===== config.mk =====
export PLATFORM = sky130hd
export DESIGN_NAME = neander_ctrl
export DESIGN_NICKNAME = d
export VERILOG_FILES = /design/src/rtl/neander_ctrl.sv
export SDC_FILE = /design/constraint.sdc
export NUM_CORES = 1
export LEC_CHECK = 0
export CORE_ASPECT_RATIO = 0.8
export CORE_UTILIZATION = 46
export CTS_BUF_LIST = sky130_fd_sc_hd__clkbuf_2 sky130_fd_sc_hd__clkbuf_4 sky130_fd_sc_hd__clkbuf_8
export DETAILED_ROUTE_END_ITERATION = 7
export PLACE_DENSITY = 0.78
export SETUP_SLACK_MARGIN = 0.1
export SYNTH_ARGS = -nofsm -noshare
export SYNTH_HDL_FRONTEND = slang
export SYNTH_SLANG_ARGS = --single-unit

===== constraint.sdc =====
create_clock -name clk -period 2.25 [get_ports clk]
set_clock_uncertainty 0.2 [all_clocks]
set_input_delay 0.225 -clock clk [delete_from_list [all_inputs] [get_ports clk]]
set_output_delay 0.225 -clock clk [all_outputs]
set_load 0.01 [all_outputs]

===== src/rtl/neander_ctrl.sv =====
// neander_ctrl: control unit for the 16-bit Neander datapath.
//
// Fetches one-word instructions, decodes IR[15:12] and sequences the
// datapath (AC, PC, REM, RDM, IR, N/Z) and the shared ULA.
//
// Ports
//   clk, rst        clock; synchronous active-high reset
//   start           leave IDLE/HALT and fetch at the current PC
//   opcode          IR[15:12]
//   n, z            registered N/Z flags (sampled in DECODE)
//   mem_ack         completion pulse for the outstanding read/write
//   selULA          ULA op: 000 add, 001 or, 010 and, 011 not, 100 pass X
//   ld_ac, ld_nz    load AC / N,Z from the ULA
//   ld_ir           load IR from RDM
//   ld_rem, sel_rem load REM from PC (0) or IR address field (1)
//   ld_rdm, sel_rdm load RDM from memory data (0) or AC (1)
//   inc_pc, ld_pc   PC <= PC+1 / PC <= IR address field
//   mem_rd, mem_wr  memory requests
//   halted, err     HALT state / sticky memory-timeout flag
//   instr_cnt       retired-instruction counter (wraps)
//   dbg_state       current FSM state encoding, for observation
//
// Memory handshake: mem_rd (or mem_wr) is held high for every cycle of a
// read (write) wait state. The transfer completes in the first cycle in
// which mem_ack is high while the request is high; mem_ack in any other
// cycle is ignored. A zero-wait memory may acknowledge in the first
// request cycle. If no ack arrives within ACK_TIMEOUT cycles the unit
// locks up in ERR until reset.
module neander_ctrl #(
    parameter int ACK_TIMEOUT = 16,
    parameter int CNT_W       = 16
) (
    input  logic             clk,
    input  logic             rst,
    input  logic             start,
    input  logic [3:0]       opcode,
    input  logic             n,
    input  logic             z,
    input  logic             mem_ack,
    output logic [2:0]       selULA,
    output logic             ld_ac,
    output logic             ld_nz,
    output logic             ld_ir,
    output logic             ld_rem,
    output logic             sel_rem,
    output logic             ld_rdm,
    output logic             sel_rdm,
    output logic             inc_pc,
    output logic             ld_pc,
    output logic             mem_rd,
    output logic             mem_wr,
    output logic             halted,
    output logic             err,
    output logic [CNT_W-1:0] instr_cnt,
    output logic [3:0]       dbg_state
);

    typedef enum logic [3:0] {
        ST_IDLE   = 4'd0,
        ST_F_ADDR = 4'd1,
        ST_F_RD   = 4'd2,
        ST_F_IR   = 4'd3,
        ST_DECODE = 4'd4,
        ST_O_ADDR = 4'd5,
        ST_O_RD   = 4'd6,
        ST_EXEC   = 4'd7,
        ST_S_LD   = 4'd8,
        ST_S_WR   = 4'd9,
        ST_JUMP   = 4'd10,
        ST_HALT   = 4'd11,
        ST_ERR    = 4'd12
    } state_t;

    localparam int TW = $clog2(ACK_TIMEOUT + 1);
    localparam logic [TW-1:0] TO_LAST = TW'(ACK_TIMEOUT - 1);

    state_t        state;
    state_t        state_next;
    logic [TW-1:0] tcnt;
    logic          ld_rdm_q;
    logic          waiting;
    logic          timeout;

    function automatic logic [2:0] alu_sel(input logic [3:0] op);
        case (op)
            4'h3:    alu_sel = 3'b000;
            4'h4:    alu_sel = 3'b001;
            4'h5:    alu_sel = 3'b010;
            4'h6:    alu_sel = 3'b011;
            default: alu_sel = 3'b100;
        endcase
    endfunction

    assign waiting   = (state == ST_F_RD) || (state == ST_O_RD) || (state == ST_S_WR);
    // Last tolerated non-ack cycle: one more miss exhausts the budget.
    assign timeout   = (tcnt == TO_LAST);
    assign dbg_state = state;

    // In read-wait states RDM captures memory data in the ack cycle itself,
    // so the ack is qualified combinationally with the registered request.
    assign ld_rdm    = ld_rdm_q | (mem_rd & mem_ack);

    always_comb begin
        state_next = state;
        case (state)
            ST_IDLE:   if (start) state_next = ST_F_ADDR;
            ST_F_ADDR: state_next = ST_F_RD;
            ST_F_RD: begin
                if (mem_ack)      state_next = ST_F_IR;
                else if (timeout) state_next = ST_ERR;
            end
            ST_F_IR:   state_next = ST_DECODE;
            ST_DECODE: begin
                case (opcode)
                    4'h1, 4'h2, 4'h3, 4'h4, 4'h5: state_next = ST_O_ADDR;
                    4'h6:    state_next = ST_EXEC;
                    4'h8:    state_next = ST_JUMP;
                    4'h9:    state_next = n ? ST_JUMP : ST_F_ADDR;
                    4'hA:    state_next = z ? ST_JUMP : ST_F_ADDR;
                    4'hF:    state_next = ST_HALT;
                    default: state_next = ST_F_ADDR; // NOP and unused codes
                endcase
            end
            ST_O_ADDR: state_next = (opcode == 4'h1) ? ST_S_LD : ST_O_RD;
            ST_O_RD: begin
                if (mem_ack)      state_next = ST_EXEC;
                else if (timeout) state_next = ST_ERR;
            end
            ST_EXEC:   state_next = ST_F_ADDR;
            ST_S_LD:   state_next = ST_S_WR;
            ST_S_WR: begin
                if (mem_ack)      state_next = ST_F_ADDR;
                else if (timeout) state_next = ST_ERR;
            end
            ST_JUMP:   state_next = ST_F_ADDR;
            ST_HALT:   if (start) state_next = ST_F_ADDR;
            ST_ERR:    state_next = ST_ERR;
            default:   state_next = ST_IDLE;
        endcase
    end

    // Outputs are registered from the next state, so each one is a clean
    // Moore decode of the state the machine is in during that cycle.
    always_ff @(posedge clk) begin
        if (rst) begin
            state     <= ST_IDLE;
            tcnt      <= '0;
            instr_cnt <= '0;
            selULA    <= 3'b100;
            ld_ac     <= 1'b0;
            ld_nz     <= 1'b0;
            ld_ir     <= 1'b0;
            ld_rem    <= 1'b0;
            sel_rem   <= 1'b0;
            ld_rdm_q  <= 1'b0;
            sel_rdm   <= 1'b0;
            inc_pc    <= 1'b0;
            ld_pc     <= 1'b0;
            mem_rd    <= 1'b0;
            mem_wr    <= 1'b0;
            halted    <= 1'b0;
            err       <= 1'b0;
        end else begin
            state <= state_next;

            // Wait states never follow one another directly, so clearing
            // whenever we are outside them restarts the count on entry.
            if (waiting && !mem_ack) tcnt <= tcnt + TW'(1);
            else                     tcnt <= '0;

            if (state == ST_DECODE) instr_cnt <= instr_cnt + CNT_W'(1);

            selULA   <= (state_next == ST_EXEC) ? alu_sel(opcode) : 3'b100;
            ld_ac    <= (state_next == ST_EXEC);
            ld_nz    <= (state_next == ST_EXEC);
            ld_ir    <= (state_next == ST_F_IR);
            inc_pc   <= (state_next == ST_F_IR);
            ld_rem   <= (state_next == ST_F_ADDR) || (state_next == ST_O_ADDR);
            sel_rem  <= (state_next == ST_O_ADDR);
            ld_rdm_q <= (state_next == ST_S_LD);
            sel_rdm  <= (state_next == ST_S_LD);
            ld_pc    <= (state_next == ST_JUMP);
            mem_rd   <= (state_next == ST_F_RD) || (state_next == ST_O_RD);
            mem_wr   <= (state_next == ST_S_WR);
            halted   <= (state_next == ST_HALT);
            err      <= err | (state_next == ST_ERR);
        end
    end

endmodule


After elaboration in Yosys (flattened, before gate mapping)
Index checks and enable logic that the tools add are counted.
{"block": "word_totals", "inputBits": 10, "ff_bits": 38}
{"block": "classes", "n_eq_ne": 34, "n_addsub": 2, "n_reduce_logical": 12, "bitwise_logic": 5, "n_mux": 11}
{"cell": "$eq A4 B4 Y1 const B", "n": 14}
{"cell": "$pmux W4 S11", "n": 1}
{"cell": "$eq A4 B3 Y1 const B", "n": 10}
{"cell": "$mux W4", "n": 8}
{"cell": "$eq A4 B2 Y1 const B", "n": 6}
{"cell": "$pmux W4 S6", "n": 1}
{"cell": "$add A16 B1 Y16 const B", "n": 1}
{"cell": "$eq A4 B1 Y1 const B", "n": 3}
{"cell": "$pmux W3 S4", "n": 1}
{"cell": "$reduce_or A2 Y1", "n": 4}
{"cell": "$add A5 B1 Y5 const B", "n": 1}
{"cell": "$eq A5 B4 Y1 const B", "n": 1}
{"cell": "$reduce_or A5 Y1", "n": 1}
{"cell": "$logic_not A4 Y1", "n": 1}
{"cell": "$logic_or A1 B1 Y1", "n": 4}
{"cell": "$not A1 Y1", "n": 2}
{"cell": "$or A1 B1 Y1", "n": 2}
{"cell": "$and A1 B1 Y1", "n": 1}
{"cell": "$logic_and A1 B1 Y1", "n": 1}
{"cell": "$logic_not A1 Y1", "n": 1}

Depth between registers and ports, before layout
Gate-level depths: netlist (run 1).
{"block": "depth", "ltp_word": 7, "ltp_mapped": 8, "mapped_depth_nobuf": 8}

Least setup slack after synthesis (run 1)
OpenSTA, ideal clock, no wires.
{"block": "synth_timing", "path_type": "register to register", "start": "reg tcnt[0]", "end": "reg selULA[2]", "t_required_ns": 1.916, "period_less_slack_ns": 2.469, "path_stages_with_launch": 9, "t_arrival_ns": 2.135, "slack_ns": -0.219, "path_buffers": 0, "path_cell_list": "dfxtp_1 -> ha_1 -> and3_1 -> ha_1 -> or3b_2 -> a21oi_1 -> o32ai_1 -> o21bai_4 -> or4b_1"}
{"block": "synth_via", "elab_chain_len": 7, "word_cells_on_any_way": 9}
{"element": "start, declared", "line_no": "79", "source": "logic [TW-1:0] tcnt;"}
{"element": "start signal, assigned", "line_no": "168", "source": "if (waiting && !mem_ack) tcnt <= tcnt + TW'(1);"}
{"element": "$eq A5 B4 Y1 *", "line_no": "96", "source": "assign timeout = (tcnt == TO_LAST);"}
{"element": "$mux W4 *", "line_no": "110, 127, 133"}
{"element": "$mux W4, on equally long branches", "line_no": "132, 109, 126"}
{"element": "$pmux W4 S11 *", "line_no": "105", "source": "case (state)"}
{"element": "$eq A4 B3 Y1 *", "line_no": "173", "source": "selULA <= (state_next == ST_EXEC) ? alu_sel(opcode) : 3'b100;"}
{"element": "$not A1 Y1 (no source line) *"}
{"element": "$reduce_or A2 Y1 (no source line) *"}
{"element": "end signal, assigned", "line_no": "173"}
{"element": "end, declared", "line_no": "40", "source": "output logic [2:0] selULA,"}
Every way passes the cells marked *; elsewhere a longest branch is shown, timed or not.
A chain may end at the register's enable or synchronous reset.

Worst setup path after layout (run 1)
{"block": "layout_timing", "start": "reg tcnt[1]", "end": "reg ld_pc"}
{"block": "layout_via", "elab_chain_len": 5, "word_cells_on_any_way": 7}
{"element": "$eq A5 B4 Y1 *", "line_no": "96"}
{"element": "$mux W4 *", "line_no": "110, 127, 133"}
{"element": "$mux W4, on equally long branches", "line_no": "132, 109, 126"}
{"element": "$pmux W4 S11 *", "line_no": "105"}
{"element": "$eq A4 B4 Y1 *", "line_no": "182", "source": "ld_pc <= (state_next == ST_JUMP);"}
{"element": "end signal, assigned", "line_no": "182"}
{"element": "end, declared", "line_no": "49", "source": "output logic ld_pc,"}
Marks and branches as above.

==> results list, run 1 <==
* Maximum level of the CTS H-tree: 2
* Area growth from synthesis to layout: 55.66%
- Quantity of I/O buffers inserted on ports: 45
- For this run, the post-layout net count is 303.
- Worst setup slack after layout: -308.3 ps
* Clock root buffer master: sky130_fd_sc_hd__clkbuf_8
- The first global-routing pass estimated 7.838 mm of wire.
- Via-per-instance ratio: 5.251
* Grt ovf: 0
- Met2 WL: 2.369 mm
* CP startpoint kind: flip-flop
- The number of antenna violations at the first check in global routing is 0.
- Final standard cell utilization of the core: 0.7636
- Crit. End Element: flip-flop
- Sequential cell area fraction in the yosys report: 0.4024
- The longest clock path from root to sink contains 2 buffers.
- Total die area: 4372 um2
- Pre-CTS setup slack: -301.6 ps
* Commonest non-fill, non-tap cell in the layout: sky130_fd_sc_hd__clkdlybuf4s50_1
- Most common flop cell mapped by yosys: sky130_fd_sc_hd__dfxtp_1
* Final HPWL from detailed placement: 3.286 mm
- In this run, the number of DRC markers left after iteration 0 of detailed routing was 78.
- On the worst path, the slowest cell contributes a delay of 340 ps.
- Violated checks: negative setup slack
- Series of cell instances along the critical path: ha_4 > and3_4 > ha_4 > or2b_1 > or2b_1 > a2111oi_4 > buf_4 > o211ai_1 > buf_4 > nor3_2
- Highest metal layer with signal wires: met4
- After floorplanning, the core was divided into 20 placement rows.
- The number of clock buffers added by TritonCTS is 5.
- The tool flagged a number of max-cap violations equal to 0.
- Setup repair after global routing could not meet its margin everywhere.
- Critical path launch point: tcnt[1]
- Clk_lat worst skew: 300 ps
* Number of nets still failing antenna checks after routing: 0
- Wirelength per Cell: 14.71 um
- The detailed router put a total of 2.369 mm of wire on met1.
- Maximum clock frequency: 390.9 MHz
- Minimum setup slack among reg-to-reg paths: -310 ps
* Residual DRC: 0
* Number of cells produced by synthesis: 205
* Leakage component of the power: 1.066 nW
- VDD sags by at most 0.0003695 V.
* Tightest slew margin relative to the limit: 0.6129
- CTS tree: built
- R2R cell count: 10
- After routing the design area is 2943 um2.
- Share of cells above drive strength 1: 0.3127
- Endpoint of the lowest-slack register-to-register path: ld_pc
- Measured along the x axis, the die boundary spans 73.68 um.
- Clock transition at the registers of the reported paths: 80 ps
- Filler cell count: 281
- Via count: 1817
- EDFF count, synth: 0
- The number of pins with negative max-slew slack in the final report came to 0.
- In the detailed route, the total length drawn on met3 is 238 um.
- Entering global routing, the biggest net connects 20 pins.
- In this run, post-CTS hold repair placed 0 buffers.
- 46 I/O pins were placed.
* Worst Hold Slack: 291.5 ps
- Ys async rst share: 0
- Vert. Die Dim: 59.34 um
- Setup violations remaining at the end of the flow were counted as 13.
- In the finished design, the share of the clock period the worst path needs comes to 1.137.
* Synth Net Count: 218
- Number of iterations in the first detailed-routing pass: 4
* Slew at the pin closest to its max-slew limit: 574.5 ps
* Critical Path RT: 2260 ps
- The congestion estimate from routability-driven global placement came to 0.8544.
* Core box area: 3854 um2
- The repair_antennas step left the layout with diodes totalling 0.
- End point of the critical path: ld_pc
* Post-synthesis area per instance: 9.222 um2
- Cell variety after synth: 54
* Min Tclk post-route: 2558 ps
- Data arrival at the endpoint of the critical path: 2570 ps
* Worst setup path class: flip-flop to flip-flop
- Initial core utilization: 0.4906
* GRT Util Overall: 0.2402
- The mapped netlist covers 1891 um2.
- The run finished, with violations left.
- The startpoint identified for the worst register-to-register timing path is tcnt[1].
- The number of endpoints with negative hold slack in the final report is 0.
- WL final: 5.091 mm
- The clock net in this run drives a total of 38 sinks.
- Min-Delay Path Class: flip-flop to flip-flop
- Along the worst hold path, the cell count comes to 1.
- During synthesis, Yosys emitted a total of 0 warnings.
- Number of register bits inferred by synthesis: 38
* Top fanout value on the critical path: 3
* Number of global-route vias before repair: 1638
- Commonest cells after routing, fill and taps aside: sky130_fd_sc_hd__clkdlybuf4s50_1 (45), sky130_fd_sc_hd__buf_4 (39), sky130_fd_sc_hd__dfxtp_1 (33)
* Power per cell area: 518.0 nW/um2
- Placed inst area: 2665 um2
* Slowest cell on the critical path: sky130_fd_sc_hd__dfxtp_2
-- power by group --
part / total, mW / internal, mW / switching [mW]
Clock: 0.500 / 0.246 / 0.254
Combinational: 0.328 / 0.165 / 0.163
Sequential: 0.696 / 0.685 / 0.0107
Total: 1.52 / 1.10 / 0.427
-- timing repair --
| item | in CTS | in global routing |
|---|---|---|
| endpoints found under the hold margin | 0 | 0 |
| pin swaps | 10 | 6 |
| setup buffers | 5 | 4 |
| gates resized for setup | 15 | 12 |
| setup endpoints to repair | 17 | 22 |
-- worst min-delay path by stage --
stage,start,to,slack [ps]
finish,err,err,290
CTS,err,err,290
global route,err,err,320
detailed placement,err,err,270
floorplan,rst,err,200
global placement,err,err,250
-- logic make-up after synthesis --
group	share of synthesized area
AOI/OAI and AO/OA	0.1271
buffers and inverters	0.06022
muxes	0.01059
and+or+nand+nor	0.3011
xor gates and xnor gates	0.07875
adders and majority gates	0.01986
DFF	0.4024
-- sequential cells by signal, indices dropped and copies added (netlist names), 3 cells and up --
name	cells
dbg_state	4
instr_cnt	16
selULA	3
tcnt	5
-- layer usage --
| metal | GRT usage | vias up |
|---|---|---|
| met5 | 0 | - |
| met4 | 0.09615 | 0 |
| met3 | 0.04932 | 14 |
| met2 | 0.3604 | 47 |
| met1 | 0.3379 | 853 |
| li1 | - | 903 |
-- synth_stat cells (2+ instances only) --
cell                       number  area share
sky130_fd_sc_hd__a21oi_1        7       0.019
sky130_fd_sc_hd__and3_1         2      0.0066
sky130_fd_sc_hd__and3_2         2      0.0079
sky130_fd_sc_hd__buf_4          6       0.024
sky130_fd_sc_hd__buf_6          2       0.012
sky130_fd_sc_hd__clkbuf_1       2      0.0040
sky130_fd_sc_hd__dfxtp_1       38        0.40
sky130_fd_sc_hd__ha_1           3       0.020
sky130_fd_sc_hd__inv_1          9       0.018
sky130_fd_sc_hd__mux2i_1        2       0.011
sky130_fd_sc_hd__nand2_1        7       0.014
sky130_fd_sc_hd__nand3_1        7       0.019
sky130_fd_sc_hd__nand4_1        5       0.017
sky130_fd_sc_hd__nor2_1        28       0.056
sky130_fd_sc_hd__nor2_2         2      0.0066
sky130_fd_sc_hd__nor3_1         9       0.024
sky130_fd_sc_hd__nor4_1         8       0.026
sky130_fd_sc_hd__nor4b_1        3       0.014
sky130_fd_sc_hd__nor4bb_1       3       0.016
sky130_fd_sc_hd__o211ai_1       2      0.0079
sky130_fd_sc_hd__o21a_1         2      0.0079
sky130_fd_sc_hd__o21ai_0        5       0.013
sky130_fd_sc_hd__or2b_1         2      0.0079
sky130_fd_sc_hd__or3_1          3      0.0099
sky130_fd_sc_hd__or4b_1         2       0.011
sky130_fd_sc_hd__xnor2_1       10       0.046
sky130_fd_sc_hd__xor2_1         7       0.032
-- critical path, delay by kind of cell, from the launching register on --
kind,cells,cell delay (ps)
AND/OR/NAND/NOR,4,730
AO/OA/AOI/OAI,2,510
flip-flops,1,340
adder cells (fa/ha/maj),2,300
buffers and inverters,2,380
-- metrics by stage --
step	setup TNS, ps	instances	power (mW)
after floorplan	-139.7	205	0.8525
after detailed placement	-2592	331	0.9789
after CTS	-1279	343	1.496
final	-1753	346	1.524
after global routing	-3189	346	1.583
after global placement	-2043	331	0.9749
-- final cells by class --
class / count / area, um2 / share of cell area
timing repair buffer: 89 / 799.5 / 0.2717
clock buffer: 6 / 82.58 / 0.02806
multi-input combinational: 147 / 1179 / 0.4005
tap: 55 / 68.82 / 0.02338
sequential: 38 / 767.0 / 0.2606
clock inverter: 2 / 12.51 / 0.004252
inverter: 9 / 33.78 / 0.01148
Power figures use the tool's default switching activity.
==> run 2, diff against run 1 <==
--- a/config.mk
+++ b/config.mk
@@ -6,6 +6,7 @@
 export NUM_CORES = 1
 export LEC_CHECK = 0
 export CORE_ASPECT_RATIO = 0.8
+export CORE_MARGIN = 5
 export CORE_UTILIZATION = 46
 export CTS_BUF_LIST = sky130_fd_sc_hd__clkbuf_2 sky130_fd_sc_hd__clkbuf_4 sky130_fd_sc_hd__clkbuf_8
 export DETAILED_ROUTE_END_ITERATION = 7
==> run 2 against run 1 <==
Net effect:
- the run still ends with negative setup slack left
- cell count did not move
- sequential cell count did not move
- via count rose by 2.2%
- first-iteration DRC count rose by 110%
- global-route usage fell by 4.4 points
- combinational power rose by 2%
- power fell by 1.2%
- core utilization rose by 0.96 points
- critical endpoint is now selULA[2]
==> results list, run 2 (same netlist as run 1, synthesis figures left out) <==
- Setup violations remaining at the end of the flow were counted as 12.
* Via count: 1857
- Total CTS buffers: 5
- The die is 67.34 um tall.
- Hold repair after CTS inserted 0 buffers.
- In this run the register-to-register setup slack is -220 ps.
- Maximum level of the CTS H-tree: 2
- After global routing the overflow that remains totals 0.
* Total die area: 5500 um2
* Number of global-route vias before repair: 1738
- Buf/Inv on CP: 1
- I/O pin total: 46
* Crit. End Element: flip-flop
- Counting I/O delays and the setup requirement, the final critical path takes 2467 ps.
- In this run the deepest clock path goes through 2 buffers.
- Counting flops per register, the top entry is instr_cnt.
* Worst path most repeated cell: sky130_fd_sc_hd__ha_4
- Quantity of I/O buffers inserted on ports: 45
- The worst setup path is launched from a flip-flop.
- Maximum clock frequency: 405.3 MHz
- Row cnt: 20
- Worst setup slack after layout: -217.5 ps
- The number of pins with negative max-slew slack in the final report was 0.
- Hold violation count in the final report: 0
- Slowest cell on the critical path: sky130_fd_sc_hd__or4b_1
* Series of cell instances along the critical path: ha_4 > and3_4 > ha_4 > buf_4 > or3b_4 > a21oi_4 > o32ai_4 > o21bai_4 > or4b_1
* RSZ-0062 raised after global routing: yes
- Clock transition at the registers of the reported paths: 80 ps
- Final period utilization: 1.097
* Start of the worst register-to-register path: tcnt[0]
* Number of iterations in the first detailed-routing pass: 4
- Tightest slew margin relative to the limit: 0.6250
* Data arrival at the endpoint of the critical path: 2430 ps
- Final total power: 1.506 mW
* Largest net degree at the start of global routing: 21
- On the critical path the largest part of the delay comes from simple AND/OR/NAND/NOR gates.
* Share of cells above drive strength 1: 0.3230
- Final HPWL from detailed placement: 3.709 mm
* Power per cell area: 502.2 nW/um2
* Placed inst area: 2665 um2
- The number of antenna violations at the first check in global routing was 0.
- Placer congestion estimate: 0.9428
* Area growth from synthesis to layout: 58.64%
- Commonest non-fill, non-tap cell in the layout: sky130_fd_sc_hd__clkdlybuf4s50_1
* Final layout net count: 303
- The repair_antennas step left the layout with diodes totalling 0.
- In this run the static leakage power is 1.083 nW.
* Max-Cap Viols: 0
* Clock root buffer master: sky130_fd_sc_hd__clkbuf_8
* Initial core utilization: 0.4874
* Violated checks: negative setup slack
- Pre-CTS setup slack: -319.7 ps
- Residual DRC: 0
* Via-per-instance ratio: 5.367
* Endpoint of the lowest-slack register-to-register path: selULA[2]
- Slowest cell delay on critical path: 470 ps
- Along the worst path, the maximum fanout reaches 3.
* Largest register FFs: 16
- In the final routed layout, each cell accounts on average for 15.90 um.
- IR drop worst, VDD: 0.0005016 V
- Slew at the pin closest to its max-slew limit: 556.7 ps
* Worst Hold Slack: 317.7 ps
* Min-Delay Path Class: flip-flop to flip-flop
* Chip Width: 81.68 um
- With fillers left out, the area of the finished cells amounts to 2999 um2.
* Run status: finished, violations left
* Hold wc startpoint: err
- At the worst endpoint, the required time is 2210 ps.
* Hold endpoint: err
- Clk_lat worst skew: 280 ps
- Cells on Worst Hold Path: 1
- Number of nets still failing antenna checks after routing: 0
* Number of violations reported at the end of detailed-routing iteration 0: 162
- Sink Count: 38
- The number of cells on the worst reg-to-reg path is 9.
* WL final: 5.502 mm
- Commonest cells after routing, fill and taps aside: sky130_fd_sc_hd__clkdlybuf4s50_1 (45), sky130_fd_sc_hd__buf_4 (39), sky130_fd_sc_hd__dfxtp_1 (36)
- The first global-routing pass estimated 8.231 mm of wire.
- CTS tree: built
- Core box area: 3879 um2
* Worst setup path class: flip-flop to flip-flop
* GRT Util Overall: 0.1966
run 2: cell count changes in the layout (fill, tap and decap cells not counted), moves of 2 or more:
cell / change
sky130_fd_sc_hd__dfxtp_1: +3
sky130_fd_sc_hd__dfxtp_2: -3
sky130_fd_sc_hd__nor2_1: -2
sky130_fd_sc_hd__nor2_2: +2
sky130_fd_sc_hd__nor3_2: -2
sky130_fd_sc_hd__nor3_4: +2
sky130_fd_sc_hd__nor4_2: -2
sky130_fd_sc_hd__nor4_4: +2
run 2: layer usage:
layer | track usage | wire, um
met1 | 0.2553 | 2393
met3 | 0.04400 | 301
met2 | 0.3303 | 2731
met4 | 0.05187 | 76
met5 | 0 | 0
run 2: final cells by class:
cell class / instances / area (um2)
Multi-Input combinational cell: 147 / 1239
Fill cell: 268 / 879.6
Timing Repair Buffer: 89 / 799.5
Sequential cell: 38 / 763.2
Clock buffer: 6 / 82.58
Tap cell: 55 / 68.82
Inverter: 9 / 33.78
Clock inverter: 2 / 12.51
run 2: per-stage QoR:
step           setup TNS (ps)  utilization  cells
4_1_cts                 -1209       0.7468    345
3_3_place_gp            -1464       0.6871    331
6_report                -1054       0.7732    346
2_1_floorplan          -139.7            -    205
5_1_grt                 -2392       0.7732    346
3_5_place_dp            -1888       0.6871    331
run 2: worst max path at each step:
stage,start,to,slack [ps],cells after the start
floorplan,tcnt[1],selULA[2],-60,8
global placement,opcode[3],selULA[2],-290,6
detailed placement,opcode[3],selULA[2],-320,6
CTS,tcnt[0],mem_wr,-210,9
global route,tcnt[1],ld_rdm_q,-300,10
finish,tcnt[0],selULA[2],-220,9
run 2: power breakdown:
group          switching (mW)  total (mW)  internal [mW]  leakage [nW]
combinational           0.173       0.334          0.161         0.728
clock                   0.231       0.477          0.246        0.0472
sequential             0.0103       0.695          0.685         0.308
total                   0.414        1.51           1.09          1.08
run 2: timing repair:
| item | 4_1_cts | 5_1_grt |
|---|---|---|
| setup endpoints to repair | 22 | 23 |
| gates resized for setup | 16 | 17 |
| cloned | 0 | 0 |
| buffers inserted | 7 | 1 |
| pin swaps | 15 | 5 |
run 2: worst register-to-register path: cells and delay by family, from the launching register on:
family / cells / cell delay, ps
buffers and inverters: 1 / 130
AND/OR/NAND/NOR: 3 / 890
AO/OA/AOI/OAI: 3 / 490
adder cells (fa/ha/maj): 2 / 310
flip-flops: 1 / 340
